$ cat config.mk
export PLATFORM = sky130hd
export DESIGN_NAME = ascon_perm_ctrl
export DESIGN_NICKNAME = d
export VERILOG_FILES = /design/src/rtl/ascon_ctrl_pkg.sv /design/src/rtl/perm_word_reader.sv /design/src/rtl/ascon_perm_ctrl.sv
export SDC_FILE = /design/constraint.sdc
export NUM_CORES = 2
export LEC_CHECK = 0
export BUFFER_PORTS_ARGS = -buffer_cell sky130_fd_sc_hd__buf_2
export CORE_AREA = 2 2 423 425
export CTS_BUF_LIST = sky130_fd_sc_hd__clkbuf_4 sky130_fd_sc_hd__clkbuf_8 sky130_fd_sc_hd__clkbuf_16
export CTS_CLUSTER_DIAMETER = 30
export DETAILED_ROUTE_END_ITERATION = 8
export DIE_AREA = 0 0 425 427
export GPL_TIMING_DRIVEN = 0
export PLACE_DENSITY_LB_ADDON = 0.25
export SETUP_SLACK_MARGIN = 0.2
export SLEW_MARGIN = 15
export SYNTH_ARGS = -nofsm -noshare
export SYNTH_HDL_FRONTEND = slang
export SYNTH_SLANG_ARGS = --single-unit
$ cat constraint.sdc
create_clock -name clk -period 3.08 [get_ports clk]
set_clock_uncertainty 0.1 [all_clocks]
set_input_delay 0.308 -clock clk [delete_from_list [all_inputs] [get_ports clk]]
set_output_delay 0.308 -clock clk [all_outputs]
set_load 0.05 [all_outputs]
$ cat src/rtl/ascon_ctrl_pkg.sv
// Shared types and constants for the Ascon permutation sequencer.
// Holds the FSM encoding, register bit positions and rounds legalisation.
package ascon_ctrl_pkg;

    localparam int STATE_W    = 320;
    localparam int N_WORDS    = 10;
    localparam int ROUNDS_MAX = 12;
    localparam int IDX_W      = 4;

    typedef enum logic [1:0] {
        ST_IDLE,
        ST_LAUNCH,
        ST_WAIT,
        ST_CAPTURE
    } state_t;

    localparam int CTRL_START = 0;
    localparam int CTRL_CLR   = 1;
    localparam int RND_LSB    = 8;
    localparam int RND_MSB    = 12;
    localparam int STAT_BUSY  = 16;
    localparam int STAT_DONE  = 17;
    localparam int STAT_ERR   = 18;
    localparam int STAT_VALID = 19;
    localparam int IDX_LSB    = 20;
    localparam int IDX_MSB    = 23;

    // Zero or out-of-range round counts fall back to the full permutation.
    function automatic logic [4:0] legal_rounds(input logic [4:0] r);
        if (r == 5'd0 || r > 5'(ROUNDS_MAX))
            return 5'(ROUNDS_MAX);
        return r;
    endfunction

endpackage

$ cat src/rtl/perm_word_reader.sv
// Result buffer and word-serial readout towards the CPU bus.
// One ack per read, MSW first, index wraps after the last word.
module perm_word_reader
    import ascon_ctrl_pkg::*;
(
    input  logic               clk,
    input  logic               resetn,
    input  logic               cap,
    input  logic [STATE_W-1:0] perm_out,
    input  logic               valid,
    input  logic               idle,
    input  logic               reg_dat_re,
    output logic [31:0]        reg_dat_do,
    output logic               reg_dat_wait,
    output logic [IDX_W-1:0]   idx
);

    logic [STATE_W-1:0] res_q;
    logic [31:0]        word;
    logic               ack;
    logic               take;

    assign take         = reg_dat_re && idle && !ack;
    assign reg_dat_wait = reg_dat_re && !ack;

    // Select the buffer word addressed by the read index.
    always_comb begin
        word = '0;
        for (int i = 0; i < N_WORDS; i++)
            if (idx == IDX_W'(i))
                word = res_q[STATE_W-1-32*i -: 32];
    end

    // Capture the core result and serve one word per accepted read.
    always_ff @(posedge clk or negedge resetn) begin
        if (!resetn) begin
            res_q      <= '0;
            idx        <= '0;
            ack        <= 1'b0;
            reg_dat_do <= '0;
        end else begin
            ack <= take;
            if (cap) begin
                res_q <= perm_out;
                idx   <= '0;
            end else if (take) begin
                if (valid) begin
                    reg_dat_do <= word;
                    idx <= (idx == IDX_W'(N_WORDS - 1)) ? '0 : idx + 1'b1;
                end else begin
                    reg_dat_do <= '0;
                end
            end
        end
    end

endmodule

$ cat src/rtl/ascon_perm_ctrl.sv
// Sequencer between the memory-mapped Ascon state and the permutation core.
// Launches the core, waits with a timeout, then exposes the result wordwise.
module ascon_perm_ctrl
    import ascon_ctrl_pkg::*;
#(
    parameter int ROUNDS_DEFAULT = 12,
    parameter int TIMEOUT        = 63
) (
    input  logic               clk,
    input  logic               resetn,
    input  logic [3:0]         reg_ctrl_we,
    input  logic [31:0]        reg_ctrl_di,
    output logic [31:0]        reg_ctrl_do,
    input  logic [STATE_W-1:0] s_in,
    input  logic               reg_dat_re,
    output logic [31:0]        reg_dat_do,
    output logic               reg_dat_wait,
    output logic               perm_start,
    output logic [4:0]         perm_rounds,
    output logic [STATE_W-1:0] perm_s,
    input  logic [STATE_W-1:0] perm_out,
    input  logic               perm_done
);

    localparam int CNT_W = $clog2(TIMEOUT + 1);
    localparam logic [CNT_W-1:0] CNT_LAST = CNT_W'(TIMEOUT - 1);

    state_t           state;
    logic [4:0]       rounds;
    logic [4:0]       rounds_nxt;
    logic             done;
    logic             err;
    logic             valid;
    logic [CNT_W-1:0] cnt;
    logic [IDX_W-1:0] idx;
    logic             start_wr;
    logic             clr_wr;
    logic             idle;
    logic             unused_ok;

    assign start_wr  = reg_ctrl_we[0] && reg_ctrl_di[CTRL_START];
    assign clr_wr    = reg_ctrl_we[0] && reg_ctrl_di[CTRL_CLR];
    assign idle      = (state == ST_IDLE);
    assign unused_ok = ^{reg_ctrl_we[3:2], reg_ctrl_di[31:13],
                         reg_ctrl_di[7:2]};

    // A round count written together with START takes effect at once.
    always_comb begin
        rounds_nxt = rounds;
        if (reg_ctrl_we[1])
            rounds_nxt = legal_rounds(reg_ctrl_di[RND_MSB:RND_LSB]);
    end

    // Programmable round count register.
    always_ff @(posedge clk or negedge resetn) begin
        if (!resetn)
            rounds <= 5'(ROUNDS_DEFAULT);
        else
            rounds <= rounds_nxt;
    end

    // Launch / wait / capture sequencing with registered core interface.
    always_ff @(posedge clk or negedge resetn) begin
        if (!resetn) begin
            state       <= ST_IDLE;
            perm_start  <= 1'b0;
            perm_rounds <= 5'(ROUNDS_DEFAULT);
            perm_s      <= '0;
            done        <= 1'b0;
            err         <= 1'b0;
            valid       <= 1'b0;
            cnt         <= '0;
        end else begin
            perm_start <= 1'b0;
            if (clr_wr) begin
                done <= 1'b0;
                err  <= 1'b0;
            end
            unique case (state)
                ST_IDLE: begin
                    if (start_wr) begin
                        state       <= ST_LAUNCH;
                        perm_start  <= 1'b1;
                        perm_s      <= s_in;
                        perm_rounds <= rounds_nxt;
                        done        <= 1'b0;
                        err         <= 1'b0;
                        valid       <= 1'b0;
                    end
                end
                ST_LAUNCH: begin
                    state <= ST_WAIT;
                    cnt   <= '0;
                end
                ST_WAIT: begin
                    if (perm_done) begin
                        state <= ST_CAPTURE;
                    end else if (cnt == CNT_LAST) begin
                        err   <= 1'b1;
                        state <= ST_IDLE;
                    end else begin
                        cnt <= cnt + 1'b1;
                    end
                end
                ST_CAPTURE: begin
                    valid <= 1'b1;
                    done  <= 1'b1;
                    state <= ST_IDLE;
                end
                default: state <= ST_IDLE;
            endcase
        end
    end

    // Control/status readback assembled from live register state.
    always_comb begin
        reg_ctrl_do                   = '0;
        reg_ctrl_do[RND_MSB:RND_LSB]  = rounds;
        reg_ctrl_do[STAT_BUSY]        = !idle;
        reg_ctrl_do[STAT_DONE]        = done;
        reg_ctrl_do[STAT_ERR]         = err;
        reg_ctrl_do[STAT_VALID]       = valid;
        reg_ctrl_do[IDX_MSB:IDX_LSB]  = idx;
    end

    perm_word_reader u_reader (
        .clk          (clk),
        .resetn       (resetn),
        .cap          (state == ST_CAPTURE),
        .perm_out     (perm_out),
        .valid        (valid),
        .idle         (idle),
        .reg_dat_re   (reg_dat_re),
        .reg_dat_do   (reg_dat_do),
        .reg_dat_wait (reg_dat_wait),
        .idx          (idx)
    );

endmodule

==> results.json <==
{
  "status": "finished clean",
  "ys_ff_latch": 699,
  "routed_wl_mm": 173,
  "period_share_pct": 96.4,
  "io_pins": 1071,
  "core-area_um2": 177000,
  "slew_viol_final": 0,
  "layout_min_cycle_time_ps": 2970,
  "max_freq_ghz": 0.337,
  "num-fill-cells": 18700,
  "reg2reg_depth": 7,
  "drv_cap": 0,
  "h-tree-depth": 4,
  "rrSetupSlack_ps": 110,
  "fin_nets": 5335,
  "dpl.hpwl_mm": 136,
  "grt_setup_unrepaired": "yes",
  "numCtsBuffers": 216,
  "post_drt_wl_per_cell_um": 24.0,
  "hold_slack_ps": 76.9,
  "hold_viol": 0,
  "cts_tree": "built",
  "die_h_um": 427,
  "cp.required_ps": 3670,
  "tightest_slew_ps": 1220,
  "r2r_end": "u_reader.reg_dat_do[17]",
  "multi_input_area_um2": 10900,
  "ir_worst_vdd_mv": 0.769,
  "final_layout_size_suffix_gt1_share_pct": 39.8,
  "yosysWarnings": 0,
  "drt_first_pass_iters": 6,
  "synth_edf_count": 0,
  "ys_seq_area_share_pct": 59.9,
  "p_int_w": 0.0378,
  "setup_violations": 0,
  "num_rows": 155,
  "syn_area_per_cell_um2": 10.8,
  "grt-ovfl-total": 0,
  "vias": 28600,
  "critPathMaxFanout": 10,
  "regArea_um2": 17500,
  "die_x_um": 425,
  "synth_area_um2": 29200,
  "syn_inst": 2717,
  "worstHoldPathType": "in2async",
  "syn_to_final_growth_pct": 79.2,
  "r2r_start": "u_reader.idx[0]",
  "start_kind": "flop",
  "power.leakage_nw": 25.2,
  "clock_path_buffers": 3,
  "vias_per_cell": 3.97,
  "cts_sinks": 699,
  "switching_share_pct": 41.3,
  "ys_async_sr_fraction_pct": 100,
  "power_density_nw_per_um2": 1230,
  "clkTransAtPathRegs_ps": 40,
  "endpoint_kind": "flop",
  "grt_max_degree": 94,
  "seqPwrFrac_pct": 25.2,
  "total_power_w": 0.0643,
  "io_buffer_count": 1023,
  "pwr-share-comb_pct": 38.1,
  "drcViolationCount": 0,
  "timing.slew.headroom_pct": 18.2,
  "initial_core_util_pct": 16.5,
  "cp.arrival_ps": 3560,
  "grt_use_total_pct": 18.5,
  "root_buffer": "clkbuf_16",
  "dieArea_um2": 181000,
  "clk_latency_ps": 820,
  "grt_pass1_wl_mm": 234,
  "grt_pass1_vias": 30400,
  "ys.flop_type": "dfrtp_1",
  "synth.distinct_cells": 55,
  "drt_iter0_drc": 1303,
  "pwr-share-clk_pct": 36.7,
  "antenna_found_initial": 55,
  "drtAntennaViolNets": 0,
  "critPathKind": "reg2reg",
  "p_switching_w": 0.0266,
  "place.gp.congestion": 0.873
}
-- Yosys cell counts (4+ instances only) --
cell type | number | share of area (%)
o211ai_1 | 28 | 0.72
nand2_1 | 1042 | 13
dfstp_2 | 4 | 0.36
o221a_2 | 6 | 0.23
inv_1 | 12 | 0.15
o221ai_1 | 17 | 0.51
mux2_2 | 325 | 13
nor2_1 | 34 | 0.44
o21ai_1 | 15 | 0.26
nor3_1 | 11 | 0.19
o32ai_1 | 15 | 0.45
nand3_1 | 6 | 0.10
ha_1 | 6 | 0.26
o21ai_0 | 85 | 1.5
nand3b_1 | 7 | 0.18
dfrtp_1 | 695 | 60
xor2_1 | 4 | 0.12
buf_2 | 60 | 1.0
mux2i_1 | 40 | 1.4
buf_1 | 12 | 0.15
mux4_2 | 15 | 1.2
a21oi_1 | 89 | 1.5
clkbuf_1 | 86 | 1.1
buf_4 | 29 | 0.74
a2bb2oi_1 | 7 | 0.21
a31oi_1 | 4 | 0.086
nor2b_1 | 4 | 0.086
buf_6 | 5 | 0.19
a22o_1 | 7 | 0.21
a211oi_1 | 8 | 0.21
-- through the flow --
stage          cells  utilization (%)  setup slack (ps)  area, µm²  TNS, ps
2_1_floorplan   2735                -               940      29300        0
3_3_place_gp    6113             21.1            -15190      37400        -
3_5_place_dp    6121             21.2              -866      37600  -175890
4_1_cts         7184             29.5               123      52200        0
5_1_grt         7211             29.5               186      52300        0
6_report        7221             29.5               111      52400        0
-- final cells by class --
type | instances | share of cell area, %
sequential | 699 | 33.4
timing repair buffer | 1696 | 22.9
multi-input combinational | 1830 | 20.8
clock buffer | 285 | 11.9
tap | 2355 | 5.63
clock inverter | 116 | 3.16
buffer | 194 | 1.95
antenna | 34 | 0.162
inverter | 12 | 0.0860
-- registers in the layout, indices dropped and copies added, names as in the netlist --
register and cells:
done 1, err 1, perm_start 1, perm_rounds 5, u_reader.ack 1, cnt 6, u_reader.reg_dat_do 32, u_reader.idx 4
state 2, valid 1, u_reader.res_q 320, perm_s 320, rounds 5
-- how the worst max path moves through the flow --
stage,startpoint,to,slack (ps),cells after the start
3_3_place_gp,resetn,perm_s[129],-15190,1
5_1_grt,u_reader.idx[0],u_reader.reg_dat_do[17],190,7
6_report,u_reader.idx[0],u_reader.reg_dat_do[17],110,7
2_1_floorplan,u_reader.idx[0],u_reader.reg_dat_do[7],940,6
3_5_place_dp,state[0],perm_s[216],-870,8
4_1_cts,u_reader.idx[0],u_reader.reg_dat_do[18],120,8
-- logic make-up (layout without fill, tap and decap cells) --
kind of cell	count (synthesis)	in the layout	share of synthesized area, %
muxes	380	380	15.0
xor gates and xnor gates	5	5	0.150
DFF	699	699	59.9
other	1	53	0.0128
adders and majority gates	6	6	0.257
AOI/OAI and AO/OA	294	294	6.24
and+or+nand+nor	1126	1126	15.0
buffers and inverters	206	2303	3.41
-- worst max-delay path: stages, from the launching register on --
cell and delay [ps]:
dfrtp_1 330, buf_4 200, buf_6 230, clkbuf_1 370, o21ai_0 220, a2bb2oi_1 990
o211ai_1 160, a22o_1 240
-- layer usage --
layer | vias up | GRT usage, % | share of wire (%)
met2 | 1148 | 35.0 | 54
met5 | - | 0 | 0.028
met3 | 354 | 4.67 | 6.0
met1 | 14100 | 18.9 | 35
li1 | 13000 | - | -
met4 | 8 | 8.94 | 4.9
-- what timing repair did --
item                                     CTS  global route
pin swaps                                  0             2
endpoints found under the setup margin   410            50
hold endpoints to repair                1044             0
setup buffers                              0             3
gates resized for setup                   39            14
hold buffers                             662             0
-- layout by cell type (no fill, tap or decap), types with 8 or more instances in the layout --
| master | instances |
|---|---|
| buf_2 | 1074 |
| nand2_1 | 1041 |
| dfrtp_1 | 695 |
| dlygate4sd3_1 | 661 |
| mux2_2 | 325 |
| clkbuf_16 | 218 |
| o21ai_0 | 84 |
| a21oi_1 | 82 |
| clkbuf_1 | 66 |
| clkinv_2 | 55 |
| clkbuf_8 | 42 |
| mux2i_1 | 40 |
| buf_4 | 36 |
| diode_2 | 34 |
| nor2_1 | 34 |
| bufinv_16 | 33 |
| clkbuf_4 | 31 |
| o211ai_1 | 28 |
| clkbuf_2 | 21 |
| conb_1 | 19 |
| o221ai_1 | 17 |
| o21ai_1 | 16 |
| mux4_2 | 15 |
| o32ai_1 | 15 |
| clkinvlp_4 | 13 |
| inv_1 | 12 |
| nor3_1 | 11 |
| buf_1 | 9 |
| buf_16 | 9 |
| a211oi_1 | 8 |
-- power by group through the flow --
stage,clock network (W),registers (W),logic [W]
2_1_floorplan,0,0.0231,0.00799
3_3_place_gp,0,0.0162,0.0240
3_5_place_dp,0,0.0162,0.0241
4_1_cts,0.0240,0.0162,0.0250
5_1_grt,0.0246,0.0168,0.0259
6_report,0.0236,0.0162,0.0245
(Power assumes the default switching activity.)
